===== config.mk =====
export PLATFORM = sky130hd
export DESIGN_NAME = dispatch_queue_flat
export DESIGN_NICKNAME = d
export VERILOG_FILES = /design/src/rtl/dispatch_queue_if.sv /design/src/rtl/dispatch_queue.sv /design/src/flat_wrapper.sv
export SDC_FILE = /design/constraint.sdc
export NUM_CORES = 1
export LEC_CHECK = 0
export CELL_PAD_IN_SITES_DETAIL_PLACEMENT = 1
export CELL_PAD_IN_SITES_GLOBAL_PLACEMENT = 2
export CORE_UTILIZATION = 40
export DETAILED_ROUTE_END_ITERATION = 16
export PLACE_DENSITY_LB_ADDON = 0.3
export SYNTH_ARGS = -nofsm -noshare
export SYNTH_HDL_FRONTEND = slang
export SYNTH_SLANG_ARGS = --single-unit

===== constraint.sdc =====
create_clock -name clk -period 9.1 [get_ports clk]
set_clock_uncertainty 0.15 [all_clocks]
set_input_delay 2.275 -clock clk [delete_from_list [all_inputs] [get_ports clk]]
set_output_delay 2.275 -clock clk [all_outputs]
set_load 0.03 [all_outputs]

===== src/rtl/dispatch_queue_if.sv =====
// Decode-to-backend dispatch bus.
// Ports (slave view, as seen by dispatch_queue):
//   in : flush, flush_rob_tail, enq_count, enq_uop_flat, enq_class_flat,
//        rob_free, fxu_credit, ls_credit, br_credit
//   out: num_fetch, disp_count, disp_uop_flat, disp_class_flat,
//        disp_rob_idx_flat, rob_tail, count
interface dispatch_queue_if #(
  parameter int unsigned DEPTH  = 8,
  parameter int unsigned UOP_W  = 32,
  parameter int unsigned DISP_W = 2
);
  localparam int unsigned CNT_W = $clog2(DEPTH) + 1;

  logic                    flush;
  logic [3:0]              flush_rob_tail;
  logic [2:0]              enq_count;
  logic [4*UOP_W-1:0]      enq_uop_flat;
  logic [11:0]             enq_class_flat;
  logic [2:0]              num_fetch;
  logic [4:0]              rob_free;
  logic [1:0]              fxu_credit;
  logic [1:0]              ls_credit;
  logic [1:0]              br_credit;
  logic [2:0]              disp_count;
  logic [DISP_W*UOP_W-1:0] disp_uop_flat;
  logic [3*DISP_W-1:0]     disp_class_flat;
  logic [4*DISP_W-1:0]     disp_rob_idx_flat;
  logic [3:0]              rob_tail;
  logic [CNT_W-1:0]        count;

  // Decode / back-end side
  modport master (
    output flush, flush_rob_tail, enq_count, enq_uop_flat, enq_class_flat,
           rob_free, fxu_credit, ls_credit, br_credit,
    input  num_fetch, disp_count, disp_uop_flat, disp_class_flat,
           disp_rob_idx_flat, rob_tail, count
  );

  // Queue side
  modport slave (
    input  flush, flush_rob_tail, enq_count, enq_uop_flat, enq_class_flat,
           rob_free, fxu_credit, ls_credit, br_credit,
    output num_fetch, disp_count, disp_uop_flat, disp_class_flat,
           disp_rob_idx_flat, rob_tail, count
  );
endinterface


===== src/rtl/dispatch_queue.sv =====
// In-order dispatch queue between 4-wide decode and the OoO back end.
// Ports:
//   clk, rst         : clock, async active-high reset
//   bus (slave)      : enqueue from decode, fetch credit, ROB/RS credits,
//                      up to DISP_W in-order dispatch lanes with ROB indices
module dispatch_queue #(
  parameter int unsigned DEPTH  = 8,
  parameter int unsigned UOP_W  = 32,
  parameter int unsigned DISP_W = 2
) (
  input  logic             clk,
  input  logic             rst,
  dispatch_queue_if.slave  bus
);

  localparam int unsigned PTR_W = $clog2(DEPTH);
  localparam int unsigned CNT_W = PTR_W + 1;

  logic [UOP_W-1:0] r_uop [DEPTH];
  logic [2:0]       r_cls [DEPTH];
  logic [PTR_W-1:0] r_head;
  logic [PTR_W-1:0] r_tail;
  logic [CNT_W-1:0] r_count;
  logic [3:0]       r_rob_tail;
  logic [2:0]       r_num_fetch;

  logic [2:0]              w_disp_cnt;
  logic [2:0]              w_acc;
  logic                    w_go;
  logic                    w_ok;
  logic [PTR_W-1:0]        w_idx;
  logic [2:0]              w_c;
  logic [2:0]              w_fu;
  logic [2:0]              w_lu;
  logic [2:0]              w_bu;
  logic [DISP_W*UOP_W-1:0] w_disp_uop;
  logic [3*DISP_W-1:0]     w_disp_cls;
  logic [4*DISP_W-1:0]     w_disp_rob;
  logic [CNT_W-1:0]        w_count_nxt;
  logic [CNT_W-1:0]        w_free;
  logic [2:0]              w_nf_nxt;

  // Dispatch selection: walk lanes oldest-first, stop at the first blocked uop.
  // w_fu/w_lu/w_bu count credits already consumed by older lanes this cycle.
  always_comb begin
    w_disp_cnt = '0;
    w_go       = 1'b1;
    w_ok       = 1'b0;
    w_idx      = '0;
    w_c        = '0;
    w_fu       = '0;
    w_lu       = '0;
    w_bu       = '0;
    w_disp_uop = '0;
    w_disp_cls = '0;
    w_disp_rob = '0;
    for (int k = 0; k < DISP_W; k++) begin
      w_idx = r_head + PTR_W'(k);
      w_c   = r_cls[w_idx];
      w_ok  = w_go && !bus.flush
              && (CNT_W'(k) < r_count)
              && (5'(k) < bus.rob_free)
              && (!w_c[0] || (3'(bus.fxu_credit) > w_fu))
              && (!w_c[1] || (3'(bus.ls_credit)  > w_lu))
              && (!w_c[2] || (3'(bus.br_credit)  > w_bu));
      if (w_ok) begin
        w_disp_cnt = w_disp_cnt + 3'd1;
        w_fu       = w_fu + 3'(w_c[0]);
        w_lu       = w_lu + 3'(w_c[1]);
        w_bu       = w_bu + 3'(w_c[2]);
        w_disp_uop[UOP_W*(DISP_W-1-k) +: UOP_W] = r_uop[w_idx];
        w_disp_cls[3*(DISP_W-1-k) +: 3]         = w_c;
        w_disp_rob[4*(DISP_W-1-k) +: 4]         = r_rob_tail + 4'(k);
      end else begin
        w_go = 1'b0;
      end
    end
  end

  // Excess enqueue slots beyond the published credit are dropped.
  assign w_acc = bus.flush ? 3'd0
               : ((bus.enq_count > r_num_fetch) ? r_num_fetch : bus.enq_count);

  assign w_count_nxt = r_count - CNT_W'(w_disp_cnt) + CNT_W'(w_acc);
  assign w_free      = CNT_W'(DEPTH) - w_count_nxt;
  assign w_nf_nxt    = (w_free > CNT_W'(4)) ? 3'd4 : 3'(w_free);

  // Control state
  always_ff @(posedge clk or posedge rst) begin
    if (rst) begin
      r_head      <= '0;
      r_tail      <= '0;
      r_count     <= '0;
      r_rob_tail  <= '0;
      r_num_fetch <= 3'd4;
    end else if (bus.flush) begin
      r_head      <= '0;
      r_tail      <= '0;
      r_count     <= '0;
      r_rob_tail  <= bus.flush_rob_tail;
      r_num_fetch <= 3'd4;
    end else begin
      r_head      <= r_head + PTR_W'(w_disp_cnt);
      r_tail      <= r_tail + PTR_W'(w_acc);
      r_count     <= w_count_nxt;
      r_rob_tail  <= r_rob_tail + 4'(w_disp_cnt);
      r_num_fetch <= w_nf_nxt;
    end
  end

  // Entry storage; contents are don't-care until written, so no reset.
  always_ff @(posedge clk) begin
    for (int i = 0; i < 4; i++) begin
      if (3'(i) < w_acc) begin
        r_uop[r_tail + PTR_W'(i)] <= bus.enq_uop_flat[UOP_W*(3-i) +: UOP_W];
        r_cls[r_tail + PTR_W'(i)] <= bus.enq_class_flat[3*(3-i) +: 3];
      end
    end
  end

  assign bus.num_fetch         = r_num_fetch;
  assign bus.disp_count        = w_disp_cnt;
  assign bus.disp_uop_flat     = w_disp_uop;
  assign bus.disp_class_flat   = w_disp_cls;
  assign bus.disp_rob_idx_flat = w_disp_rob;
  assign bus.rob_tail          = r_rob_tail;
  assign bus.count             = r_count;

endmodule

===== src/flat_wrapper.sv =====
// flat-port wrapper written by rule: the top's interface ports become plain ports
module dispatch_queue_flat 
#(
  parameter int unsigned DEPTH  = 8,
  parameter int unsigned UOP_W  = 32,
  parameter int unsigned DISP_W = 2
)
  (clk, rst, bus_flush, bus_flush_rob_tail, bus_enq_count, bus_enq_uop_flat, bus_enq_class_flat, bus_rob_free, bus_fxu_credit, bus_ls_credit, bus_br_credit, bus_num_fetch, bus_disp_count, bus_disp_uop_flat, bus_disp_class_flat, bus_disp_rob_idx_flat, bus_rob_tail, bus_count);
  dispatch_queue_if #(.DEPTH(DEPTH), .UOP_W(UOP_W), .DISP_W(DISP_W)) bus_i ();
  input  logic clk;
  input  logic rst;
  input wire logic [$bits(bus_i.flush)-1:0] bus_flush;
  input wire logic [$bits(bus_i.flush_rob_tail)-1:0] bus_flush_rob_tail;
  input wire logic [$bits(bus_i.enq_count)-1:0] bus_enq_count;
  input wire logic [$bits(bus_i.enq_uop_flat)-1:0] bus_enq_uop_flat;
  input wire logic [$bits(bus_i.enq_class_flat)-1:0] bus_enq_class_flat;
  input wire logic [$bits(bus_i.rob_free)-1:0] bus_rob_free;
  input wire logic [$bits(bus_i.fxu_credit)-1:0] bus_fxu_credit;
  input wire logic [$bits(bus_i.ls_credit)-1:0] bus_ls_credit;
  input wire logic [$bits(bus_i.br_credit)-1:0] bus_br_credit;
  output wire logic [$bits(bus_i.num_fetch)-1:0] bus_num_fetch;
  output wire logic [$bits(bus_i.disp_count)-1:0] bus_disp_count;
  output wire logic [$bits(bus_i.disp_uop_flat)-1:0] bus_disp_uop_flat;
  output wire logic [$bits(bus_i.disp_class_flat)-1:0] bus_disp_class_flat;
  output wire logic [$bits(bus_i.disp_rob_idx_flat)-1:0] bus_disp_rob_idx_flat;
  output wire logic [$bits(bus_i.rob_tail)-1:0] bus_rob_tail;
  output wire logic [$bits(bus_i.count)-1:0] bus_count;
  assign bus_i.flush = bus_flush;
  assign bus_i.flush_rob_tail = bus_flush_rob_tail;
  assign bus_i.enq_count = bus_enq_count;
  assign bus_i.enq_uop_flat = bus_enq_uop_flat;
  assign bus_i.enq_class_flat = bus_enq_class_flat;
  assign bus_i.rob_free = bus_rob_free;
  assign bus_i.fxu_credit = bus_fxu_credit;
  assign bus_i.ls_credit = bus_ls_credit;
  assign bus_i.br_credit = bus_br_credit;
  assign bus_num_fetch = bus_i.num_fetch;
  assign bus_disp_count = bus_i.disp_count;
  assign bus_disp_uop_flat = bus_i.disp_uop_flat;
  assign bus_disp_class_flat = bus_i.disp_class_flat;
  assign bus_disp_rob_idx_flat = bus_i.disp_rob_idx_flat;
  assign bus_rob_tail = bus_i.rob_tail;
  assign bus_count = bus_i.count;
  dispatch_queue #(.DEPTH(DEPTH), .UOP_W(UOP_W), .DISP_W(DISP_W)) u_core (.clk(clk), .rst(rst), .bus(bus_i));
endmodule

==> impl_metrics.tcl <==
set metrics [dict create \
    synth_nets 2642 \
    drt_iter0_markers 3766 \
    finalHoldViolations 0 \
    start_util_pct 40.8 \
    drive_above_1_share_pct 15.5 \
    rsz0062_at_grt "no" \
    cts_tree "done" \
    cap_viol_max_count 0 \
    fin_crit_sh_pct 93.4 \
    synth.cell_area_mm2 0.0243 \
    grt_start_max_net_pins 126 \
    gp_congestion 0.900 \
    io_buffers 251 \
    ff2ff_path_depth 22 \
    r2r_setup_slack_ns 2.35 \
    post_cts_resized 0 \
    slew_viol_final 0 \
    timing.fmax_ghz 0.118 \
    dieArea_mm2 0.0617 \
    rows 89 \
    fin_ws_ns 0.599 \
    synth_edf_count 280 \
    ys_types 51 \
    cts.hold.buffers_added 0 \
    dp_hpwl_mm 70.7 \
    htree_levels 2 \
    stdcell_count 3257 \
    cts_setup_buffers 0 \
    r2r-end "u_core.bus.num_fetch[1]" \
    grt_pass1_wl_mm 174 \
    slew_headroom_pct 5.32 \
    hold_path.class "reg -> reg" \
    grt_use_total_pct 38.8 \
    ys_async_sr_fraction_pct 5.72 \
    clkTransAtPathRegs_ns 0.06 \
    setup_viol 0 \
    status "finished clean" \
    cp_data_required_time_ns 6.68 \
    syn_avg_cell_area_um2 9.88 \
    root_buffer "clkbuf_16" \
    dr.pass1.iters 6 \
    holdPathEnd "u_core.bus.rob_tail[3]" \
    diodes 0 \
    gr-total-overflow 0 \
    end_kind "primary output" \
    worst_slew_pin_slew_ns 1.42 \
    clock_sinks 297 \
    numCtsBuffers 39 \
    synth_flop_cell "edfxtp_1" \
    ant_nets 0 \
    wl_per_cell_um 37.1 \
    fin_crit_ns 8.50 \
    critical_path_class "in -> out" \
    hold_depth 2 \
    die_y_um 248 \
    cp-start-kind "input pin" \
    p_total_uw 8950 \
    dp_worst_setup_slack_ns 0.577 \
    syn-instance-count 2455 \
    vias_per_cell 7.67 \
    antenna_found_initial 2 \
    seqCellArea_mm2 0.00884 \
    min_from "u_core.bus.rob_tail[3]" \
    cp_max_fo 25 \
    synth-seq-area-share_pct 36.4 \
    r2r_start "u_core.r_head[0]" \
    finalNetCount 2640 \
    pwr_density_cell_mw_per_mm2 312 \
    whs_ns 0.551 \
    drc 0 \
    routed_wl_mm 121 \
    ys_ff_latch 297 \
    multiInputGateArea_mm2 0.0143 \
    core_mm2 0.0595 \
    vdd_drop_max_uv 194 \
    grt_pass1_vias 25478 \
    p_leak_uw 0.00884 \
    vias 24991 \
    ios 253 \
    clock_latency_ns 0.58 \
    yosys_warnings 0 \
    die_w_um 248 \
    cts_buffer_depth 3 \
    setup_tns_ns 0 \
    fillers 6444 \
    area_delta_synth_final_pct 18.4 \
    cp.arrival_ns 6.08 \
    numPlacedInstances 3185 \
]
-- through the flow --
step	util [%]	cell area, um^2
finish	48.3	28700
global route	48.3	28700
CTS	48.3	28700
detailed placement	46.3	27500
global placement	46.3	27500
floorplan	-	24300
-- state kept, by name, indices dropped and copies added, names as in the netlist --
register              cells
u_core.bus.count          4
u_core.bus.num_fetch      3
u_core.bus.rob_tail       4
u_core.r_cls             24
u_core.r_head             3
u_core.r_tail             3
u_core.r_uop            256
-- power by group --
part           internal (uW)  switching, uW  total (uW)
Clock                    863            654        1520
Combinational           1820           3120        4940
Sequential              2180            319        2500
Total                   4860           4100        8950
-- placed cells by master, fill, tap and decap left out, types with 9 or more instances in the layout --
cell	n
a221oi_1	245
a311oi_1	36
and2_1	72
buf_12	25
buf_4	95
clkbuf_16	40
clkdlybuf4s50_1	210
clkinv_1	12
dfrtp_1	12
edfxtp_1	280
ha_1	19
inv_1	27
mux2_2	12
mux2i_1	107
mux2i_4	19
mux4_2	140
nand2_1	18
nand3_1	264
nand4_1	12
nor2_1	306
nor2b_1	42
nor3_1	119
nor4_1	9
o31ai_1	246
xnor2_1	10
-- kinds of logic (layout without fill, tap and decap cells) --
logic type	Yosys count	in the layout	synth area share, %
adder cells (fa/ha/maj)	26	26	1.50
flip-flops	297	297	36.4
XOR/XNOR	15	15	0.541
AO/OA/AOI/OAI	553	553	18.6
AND/OR/NAND/NOR	884	884	17.5
other	1	1	0.0155
multiplexers	279	279	18.8
buffers and inverters	400	429	6.67
-- cells in the mapped netlist, types with 2 or more instances --
cell	number	area, um^2
nor2_1	310	1160
edfxtp_1	280	8410
nand3_1	269	1350
o31ai_1	246	1850
a221oi_1	245	2150
clkbuf_1	238	893
mux4_2	140	3150
mux2i_1	125	1250
nor3_1	124	621
and2_1	73	457
buf_2	66	330
buf_1	62	233
nor2b_1	42	263
a311oi_1	36	315
inv_1	27	101
ha_1	21	263
nand2_1	18	67.6
dfrtp_1	16	400
mux2_2	13	146
nand4_1	12	75.1
xnor2_1	10	87.6
nor4_1	9	56.3
or2_2	8	50.1
a21oi_1	7	35.0
and3_1	5	31.3
buf_4	5	37.5
fa_1	5	100
nand2b_1	5	31.3
xor2_1	5	43.8
a21o_1	4	30.0
nor3_2	4	40.0
o21ai_0	3	15.0
a31oi_1	2	12.5
buf_6	2	22.5
o21ba_2	2	20.0
-- routing by layer --
layer  up-vias  track usage (%)  share of wire, %
met5         -                0             0.019
met4         4             20.9               6.0
met3       550             10.1                13
met2      2185             59.4                45
met1     12500             50.2                36
li1       9752                -                 -
-- worst max-delay path, stage by stage --
cell and delay [ns]:
clkdlybuf4s50_1 0.39, or4_1 0.54, nor2_1 0.26, a2111oi_4 0.11, nand2_4 0.11, nor2_1 0.06
ha_1 0.31, nor2_1 0.12, nor2_1 0.07, a311oi_1 0.42, o2111ai_4 0.48, buf_12 0.37
nor3_1 0.38, buf_12 0.17
-- worst max-delay path by stage --
stage / slack [ns] / from / endpoint / cells past startpoint
after floorplan: 1.07 / bus_flush / bus_disp_class_flat[0] / 13
after global placement: 0.71 / bus_rob_free[4] / bus_disp_uop_flat[21] / 14
after detailed placement: 0.58 / bus_rob_free[4] / bus_disp_uop_flat[0] / 14
after CTS: 0.56 / bus_rob_free[4] / bus_disp_uop_flat[0] / 14
after global routing: 0.47 / bus_rob_free[4] / bus_disp_uop_flat[23] / 14
final: 0.60 / bus_rob_free[4] / bus_disp_uop_flat[31] / 14
-- final cells by class --
type	instances	area share [%]
multi-input cells	1758	49.7
flip-flops and latches	297	30.8
repair buffers	330	11.5
clock buffers	48	3.59
well taps	773	3.37
clock inverters	24	0.623
inverters	27	0.353
No activity file was read; power rests on OpenSTA's default activity.
